===== src/rtl/spi_register_controller.sv =====
`default_nettype none
// +--------------------------------------------------------------------------+
// | Module   : spi_register_controller                                       |
// | Purpose  : Oversampled SPI (mode 0) slave that collects 24-bit frames    |
// |            {number[15:8], number[7:0], value[7:0]}, buffers them in a    |
// |            FIFO and replays each one as a single-cycle register write.   |
// |            Optional feature macro: SPI_AUTO_INCREMENT_EN (when defined,  |
// |            every further data byte in a frame is written to the next     |
// |            register number).                                             |
// | Revision : 1.0 - initial release                                         |
// +--------------------------------------------------------------------------+
module spi_register_controller #(
   parameter int FIFO_DEPTH  = 8,
   parameter int SYNC_STAGES = 2
) (
   input  logic                          i_Clock,
   input  logic                          i_Reset,
   input  logic                          i_SpiSck,
   input  logic                          i_SpiCsN,
   input  logic                          i_SpiMosi,
   output logic                          o_SpiMiso,
   input  logic                          i_WriteStall,
   output logic                          o_RegisterWriteEnable,
   output logic [15:0]                   o_RegisterWriteNumber,
   output logic [7:0]                    o_RegisterWriteValue,
   output logic [$clog2(FIFO_DEPTH):0]   o_FifoLevel,
   output logic                          o_Overflow
);

   localparam int PTR_W = $clog2(FIFO_DEPTH);
   localparam int LVL_W = PTR_W + 1;
   localparam logic [LVL_W-1:0] c_LEVEL_FULL = LVL_W'(FIFO_DEPTH);
   localparam logic [LVL_W-1:0] c_LEVEL_ONE  = LVL_W'(1);
   localparam logic [PTR_W-1:0] c_PTR_ONE    = PTR_W'(1);

   typedef enum logic [2:0] {
      ST_IDLE    = 3'd0,
      ST_ADDR_HI = 3'd1,
      ST_ADDR_LO = 3'd2,
      ST_DATA    = 3'd3,
      ST_IGNORE  = 3'd4
   } state_t;

   // ---------------------------------------------------------------------
   // Pin synchronisers and edge detection
   // ---------------------------------------------------------------------
   logic [SYNC_STAGES-1:0] r_sck_sync;
   logic [SYNC_STAGES-1:0] r_cs_sync;
   logic [SYNC_STAGES-1:0] r_mosi_sync;
   logic                   r_sck_prev;
   logic                   r_cs_prev;
   logic                   w_sck;
   logic                   w_cs_n;
   logic                   w_mosi;
   logic                   w_sck_rise;
   logic                   w_sck_fall;
   logic                   w_cs_fall;

   // Bring the SPI pins into the i_Clock domain and keep the previous sample
   always_ff @(posedge i_Clock or posedge i_Reset) begin
      if (i_Reset) begin
         r_sck_sync  <= '0;
         r_cs_sync   <= '1;
         r_mosi_sync <= '0;
         r_sck_prev  <= 1'b0;
         r_cs_prev   <= 1'b1;
      end else begin
         r_sck_sync  <= {r_sck_sync[SYNC_STAGES-2:0], i_SpiSck};
         r_cs_sync   <= {r_cs_sync[SYNC_STAGES-2:0], i_SpiCsN};
         r_mosi_sync <= {r_mosi_sync[SYNC_STAGES-2:0], i_SpiMosi};
         r_sck_prev  <= w_sck;
         r_cs_prev   <= w_cs_n;
      end
   end

   assign w_sck      = r_sck_sync[SYNC_STAGES-1];
   assign w_cs_n     = r_cs_sync[SYNC_STAGES-1];
   assign w_mosi     = r_mosi_sync[SYNC_STAGES-1];
   assign w_sck_rise = !r_sck_prev && w_sck;
   assign w_sck_fall = r_sck_prev && !w_sck;
   assign w_cs_fall  = r_cs_prev && !w_cs_n;

   // ---------------------------------------------------------------------
   // Frame state machine
   // ---------------------------------------------------------------------
   state_t      r_state;
   logic [2:0]  r_bit_cnt;
   logic [6:0]  r_shift;
   logic [15:0] r_number;
   logic [6:0]  r_miso_shift;
   logic [7:0]  w_byte;
   logic [7:0]  w_status;
   logic        w_byte_done;
   logic        w_push;
   logic [23:0] w_push_data;
   logic        w_full;
   logic        w_empty;

   // The completed byte includes the bit arriving on the current rise
   assign w_byte      = {r_shift, w_mosi};
   assign w_byte_done = w_sck_rise && (r_bit_cnt == 3'd7);
   assign w_push      = !w_cs_n && (r_state == ST_DATA) && w_byte_done;
   assign w_push_data = {r_number, w_byte};
   assign w_status    = {o_Overflow, w_full, w_empty, 5'b00000};

   // Deserialise frames and shift the status byte out on MISO
   always_ff @(posedge i_Clock or posedge i_Reset) begin
      if (i_Reset) begin
         r_state      <= ST_IDLE;
         r_bit_cnt    <= 3'd0;
         r_shift      <= 7'd0;
         r_number     <= 16'd0;
         r_miso_shift <= 7'd0;
         o_SpiMiso    <= 1'b0;
      end else if (w_cs_n) begin
         // Deselect abandons any partial frame or byte
         r_state   <= ST_IDLE;
         r_bit_cnt <= 3'd0;
         o_SpiMiso <= 1'b0;
      end else begin
         if ((r_state != ST_IDLE) && (r_state != ST_IGNORE) && w_sck_rise) begin
            r_shift   <= {r_shift[5:0], w_mosi};
            r_bit_cnt <= r_bit_cnt + 3'd1;
         end
         case (r_state)
            ST_IDLE: begin
               if (w_cs_fall) begin
                  r_state      <= ST_ADDR_HI;
                  r_bit_cnt    <= 3'd0;
                  o_SpiMiso    <= w_status[7];
                  r_miso_shift <= w_status[6:0];
               end
            end
            ST_ADDR_HI: begin
               if (w_byte_done) begin
                  r_number[15:8] <= w_byte;
                  r_state        <= ST_ADDR_LO;
                  o_SpiMiso      <= 1'b0;
               end else if (w_sck_fall) begin
                  o_SpiMiso    <= r_miso_shift[6];
                  r_miso_shift <= {r_miso_shift[5:0], 1'b0};
               end
            end
            ST_ADDR_LO: begin
               if (w_byte_done) begin
                  r_number[7:0] <= w_byte;
                  r_state       <= ST_DATA;
               end
            end
            ST_DATA: begin
               if (w_byte_done) begin
`ifdef SPI_AUTO_INCREMENT_EN
                  r_number <= r_number + 16'd1;
`else
                  r_state <= ST_IGNORE;
`endif
               end
            end
            ST_IGNORE: begin
               r_state <= ST_IGNORE;
            end
            default: begin
               r_state <= ST_IDLE;
            end
         endcase
      end
   end

   // ---------------------------------------------------------------------
   // Write FIFO with registered output port
   // ---------------------------------------------------------------------
   logic [23:0]      r_mem [FIFO_DEPTH];
   logic [PTR_W-1:0] r_wr_ptr;
   logic [PTR_W-1:0] r_rd_ptr;
   logic             w_pop;
   logic             w_push_ok;

   assign w_full    = (o_FifoLevel == c_LEVEL_FULL);
   assign w_empty   = (o_FifoLevel == '0);
   assign w_pop     = !w_empty && !i_WriteStall;
   // A full FIFO still accepts a push when an entry leaves in the same cycle
   assign w_push_ok = w_push && (!w_full || w_pop);

   // Storage needs no reset: the pointers define which entries are valid
   always_ff @(posedge i_Clock) begin
      if (w_push_ok) begin
         r_mem[r_wr_ptr] <= w_push_data;
      end
   end

   // Pointer, occupancy, overflow and write-port bookkeeping
   always_ff @(posedge i_Clock or posedge i_Reset) begin
      if (i_Reset) begin
         r_wr_ptr              <= '0;
         r_rd_ptr              <= '0;
         o_FifoLevel           <= '0;
         o_Overflow            <= 1'b0;
         o_RegisterWriteEnable <= 1'b0;
         o_RegisterWriteNumber <= 16'd0;
         o_RegisterWriteValue  <= 8'd0;
      end else begin
         if (w_push_ok) begin
            r_wr_ptr <= r_wr_ptr + c_PTR_ONE;
         end
         if (w_push && !w_push_ok) begin
            o_Overflow <= 1'b1;
         end
         if (w_pop) begin
            r_rd_ptr              <= r_rd_ptr + c_PTR_ONE;
            o_RegisterWriteEnable <= 1'b1;
            o_RegisterWriteNumber <= r_mem[r_rd_ptr][23:8];
            o_RegisterWriteValue  <= r_mem[r_rd_ptr][7:0];
         end else begin
            o_RegisterWriteEnable <= 1'b0;
         end
         case ({w_push_ok, w_pop})
            2'b10:   o_FifoLevel <= o_FifoLevel + c_LEVEL_ONE;
            2'b01:   o_FifoLevel <= o_FifoLevel - c_LEVEL_ONE;
            default: o_FifoLevel <= o_FifoLevel;
         endcase
      end
   end

endmodule
`default_nettype wire


===== config.mk =====
export PLATFORM = sky130hd
export DESIGN_NAME = spi_register_controller
export DESIGN_NICKNAME = d
export VERILOG_FILES = /design/src/rtl/spi_register_controller.sv
export SDC_FILE = /design/constraint.sdc
export NUM_CORES = 1
export LEC_CHECK = 0
export ABC_AREA = 0
export CAP_MARGIN = 25
export CORE_ASPECT_RATIO = 1.25
export CORE_UTILIZATION = 60
export DETAILED_ROUTE_END_ITERATION = 6
export HOLD_SLACK_MARGIN = 0.12
export PLACE_DENSITY_LB_ADDON = 0.25
export RECOVER_POWER = 50
export SETUP_SLACK_MARGIN = 0.4
export SYNTH_ARGS = -nofsm -noshare
export SYNTH_HDL_FRONTEND = slang
export SYNTH_SLANG_ARGS = --single-unit

===== constraint.sdc =====
create_clock -name i_Clock -period 6.09 [get_ports i_Clock]
set_input_delay 0.609 -clock i_Clock [delete_from_list [all_inputs] [get_ports i_Clock]]
set_output_delay 0.609 -clock i_Clock [all_outputs]
set_load 0.01 [all_outputs]

### After elaboration in Yosys (flattened, before gate mapping)

Memory sizes are Yosys's and may differ from the RTL's. A register that Yosys moved wholly into a read port is not among the register bits.
Index checks and enable logic that the tools add are counted.

* $add $sub $neg: 5
* equal/unequal tests: 17
* muxes and demuxes: 23
* bitwise gates (word level): 1
* reductions and logical operators: 31

Operators by type and width (number)
* $mux W3: 9
* $mux W7: 3
* $ne A3 B3 Y1 const B: 5
* $pmux W3 S5: 1
* $pmux W7 S2: 1
* $logic_and A1 B1 Y1: 11
* $add A3 B1 Y3 const B: 3
* $reduce_and A3 Y1: 3
* $pmux W4 S2: 1
* $logic_not A1 Y1: 7
* $mux W1: 7
* $eq A3 B2 Y1 const B: 2
* $eq A3 B3 Y1 const B: 2
* $ne A2 B2 Y1 const B: 3
* $reduce_bool A3 Y1: 2
* $reduce_and A5 Y1: 1
* $add A4 B1 Y4 const B: 1
* $eq A4 B4 Y1 const B: 1
* $logic_not A4 Y1: 1
* $ne A4 B4 Y1 const B: 1
* $reduce_and A4 Y1: 1
* $reduce_bool A2 Y1: 2
* $sub A4 B1 Y4 const B: 1
* $eq A3 B1 Y1 const B: 1
* other kinds (7): 7

* bits in registers: 57
* bits in writable memories: 192
* input port bits: 6
* output and inout port bits: 31
* word-level logic and storage cells: 95
* memories: 1

Memory list
* r_mem: words 8, width 24, rd ports 1, clocked after memory_dff 1, write ports 1, line 172 `logic [23:0] r_mem [FIFO_DEPTH];`

### Longest topological paths before layout

* depth after elaboration: 7
* mapped depth: 12
* depth with buffers taken out: 11

### Worst setup path before layout

No wires, ideal clock.

* kind: register -> register
* from: register r_bit_cnt[0]
* to: memory r_mem[4][0], enable pin
* setup time: 0.475 ns
* arrival time: 3.764 ns
* required time: 5.615 ns
* slack: 1.851 ns
* cell stages (with the launch flop): 7
* path buffers: 1
* period minus slack after synthesis: 4.239 ns
* path through: dfrtp_1 ha_1 ha_1 and4b_1 clkbuf_1 nand3_1 nor4b_1

* longest elaborated chain between the ends: 6

RTL lines
* start: declaration: line 87 `logic [2:0] r_bit_cnt;`
* start signal: assignment: line 123 `r_bit_cnt <= r_bit_cnt + 3'd1;`
* $eq A3 B3 Y1: line 101 `assign w_byte_done = w_sck_rise && (r_bit_cnt == 3'd7);`
* $logic_and A1 B1 Y1: line 101
* $logic_and A1 B1 Y1: line 102 `assign w_push = !w_cs_n && (r_state == ST_DATA) && w_byte_done;`
* $logic_and A1 B1 Y1: line 182 `assign w_push_ok = w_push && (!w_full || w_pop);`
* $mux W1: line 186 `if (w_push_ok) begin`
* $mux W1 (implied by the code): line 187 `r_mem[r_wr_ptr] <= w_push_data;`
* end: declaration: line 172

No other way between the ends.

### Worst setup path in the final report

* from: register r_bit_cnt[0]
* to: memory r_mem[3][1], enable pin

The elaborated chain is that of the path after synthesis.

==> summary.txt <==
status = completed
peak supply drop = 258.1 µV
DRC violations left = 0
CTS tree = yes
Synthesized Nets = 544
CTS resizes = 0
Skew-Pair Late Insertion Delay = 0.52 ns
Final GP Congestion = 0.7951
area of the core = 16780 µm²
synthesis warning total = 0
# Max-Cap Violations = 0
Nets = 593
Crit path required time = 6.27 ns
worst reg2reg setup slack = 3.19 ns
Fill cells = 1042
WS Path Type = flop to flop
Synth top area share = 0.5602
relative slew slack = 0.1586
Startpoint Class = flop
min Tclk post-route = 2.904 ns
hold crit path type = flop to flop
register clock-pin slew on the reported worst setup and hold paths = 0.06 ns
proportion of layout cells with a drive suffix above 1 = 0.2458
Vias/cell = 6.095
EDFF count, synth = 192
Leak = 0.004441 µW
flops & latches, synth = 268
Async S/R FF share, synth = 0.2836
Crit path largest cell delay = 0.68 ns
Num CTS Buffers = 25
fmax = 344.4 MHz
top post-synthesis cells by area = edfxtp_1 (56%), dfrtp_1 (18%), mux4_2 (11%)
Top cell by count, worst path = ha_1
Final period util = 0.4768
Mapped Cells = 531
vias = 4986
DRT Wirelength = 19050 µm
Netlist cell types = 46
die width = 119.1 µm
WHS Endpoint = r_sck_sync[1]
Netlist Area Pre-Place = 10290 µm²
site row count = 53
Worst R2R Start = r_bit_cnt[0]
first-pass GRT wire length = 29700 µm
drt wl/cell = 23.28 µm
area delta synth->final = 14.78%
Starting DRT DRC Count = 394
commonest cells after routing, fill and taps aside = edfxtp_1 (192), dfrtp_1 (71), mux4_2 (48)
vias in the first global route = 5370
dominant synthesized flop cell = edfxtp_1
# diodes = 0
cell count along the critical path = 7
WP data arrival = 3.08 ns
part of the Yosys area used for sequential elements = 0.7453
Pre-antenna DRT Iters = 4
die height = 148.4 µm
post-CTS setup buffers = 0
Slew @ Worst Pin = 1.262 ns
initial antenna violation count = 0
Worst Skew = 0.01426 ns
Hold Vio Cnt, Final = 0
CP max FO = 18
hold depth = 0
H-tree depth = 1
I/O Buffers = 36
Total Neg Setup Slack = 0 ns
maximum number of pins on one net before global-route repair = 77
Min-Delay Startpoint = r_sck_sync[0]
Clock Tree Buf Depth = 3
Slew Limit Fails = 0
final setup fails = 0
pwr dens = 385.4 nW/µm²
CP Cell Sequence = ha_1 > ha_1 > and4b_1 > o211a_4 > nand2_1 > nor3b_2 > buf_4
worst reg2reg path depth = 7
GRT Overall Usage = 0.2271
total power = 4553 µW
most common cell after layout, fill and taps aside = edfxtp_1
post-synthesis average cell area = 19.38 µm²
area occupied by multi-input gates = 2502 µm²
Yosys top cell by area = edfxtp_1
Antenna Nets Post-Route = 0
Hold Buf Count CTS = 0
sequential cell area = 7674 µm²
Worst path top cell family by delay = simple AND/OR/NAND/NOR gates
Top Ports = 37
RR Endpoint = r_mem[3][1]
DIE AREA = 17680 µm²
clock root cell = clkbuf_16
grt ovf = 0
initial core utilization = 0.6135
CP Capture Type = flop
Crit-path slowest cell = nor3b_2
RSZ-0062 raised after global routing = false
clk sink count = 268
dpl hpwl = 10250 µm
worst path bufs/invs = 1
-- synthesized netlist by cell type (2+ instances only) --
master / n
nand3_1: 3
dfstp_2: 3
mux2_2: 27
nor4_1: 3
a211oi_1: 2
mux4_2: 48
ha_1: 6
buf_1: 5
edfxtp_1: 192
a21oi_1: 26
nor4b_1: 2
xnor2_1: 7
nor3b_1: 3
mux2i_1: 28
nor2b_1: 5
nor2_1: 30
or2_2: 2
dfrtp_1: 73
buf_2: 8
nand2_1: 9
nor3b_2: 2
clkbuf_1: 13
inv_1: 8
nor3_1: 3
xor2_1: 2
-- report_power, final --
part	switching (µW)	internal [µW]
Clock	631	957
Combinational	321	413
Sequential	185	2050
-- metal layers --
layer	vias to the layer above	share of wire	global-route usage
met4	0	0.028	0.08418
met1	2629	0.40	0.3023
met2	146	0.52	0.3875
met5	-	0	0
met3	41	0.050	0.03067
li1	2170	-	-
-- sequential cells by signal, indices dropped and copies added, names as in the netlist, 2 cells and up --
signal,count
o_RegisterWriteValue,8
r_rd_ptr,3
r_mem,192
r_cs_sync,2
r_number,16
r_bit_cnt,3
r_mosi_sync,2
r_sck_sync,2
r_wr_ptr,3
o_RegisterWriteNumber,16
r_shift,7
r_state,3
o_FifoLevel,4
r_miso_shift,2
-- worst max-delay path by stage --
stage                   startpoint        endpoint  slack [ns]
floorplan             r_bit_cnt[0]     r_mem[4][0]        1.85
global placement      i_WriteStall    r_mem[2][11]        3.04
detailed placement    i_WriteStall    r_mem[2][11]        2.99
CTS                   r_bit_cnt[0]    r_mem[2][17]        3.16
global route        o_FifoLevel[0]  o_FifoLevel[3]        2.98
finish                r_bit_cnt[0]     r_mem[3][1]        3.19
-- cells by family after synthesis --
logic type	after synthesis	share of synthesized area
compound gates	36	0.02115
xor+xnor	9	0.007659
fa+ha+maj	7	0.009239
buf+inv	36	0.01520
flops	268	0.7453
mux	105	0.1655
simple gates	70	0.03598
-- final cells by class --
| type | instances | share of cell area |
|---|---|---|
| well taps | 220 | 0.02330 |
| repair buffers | 50 | 0.04078 |
| multi-input cells | 227 | 0.2118 |
| clock buffers | 31 | 0.05740 |
| flip-flops and latches | 268 | 0.6495 |
| inverters | 8 | 0.002648 |
| clock inverters | 14 | 0.01451 |
-- through the flow --
step	instance area [µm²]	std cells	setup WS, ns	hold WS [ns]	utilization
3_5_place_dp	10950	772	2.994	0.3373	0.6526
4_1_cts	11800	817	3.162	0.3598	0.7033
2_1_floorplan	10290	531	1.851	0.3312	-
5_1_grt	11810	818	2.983	0.3667	0.7042
3_3_place_gp	10950	772	3.042	0.3327	0.6526
6_report	11810	818	3.186	0.3588	0.7042
Note: power is estimated with default switching activity, not from simulation.
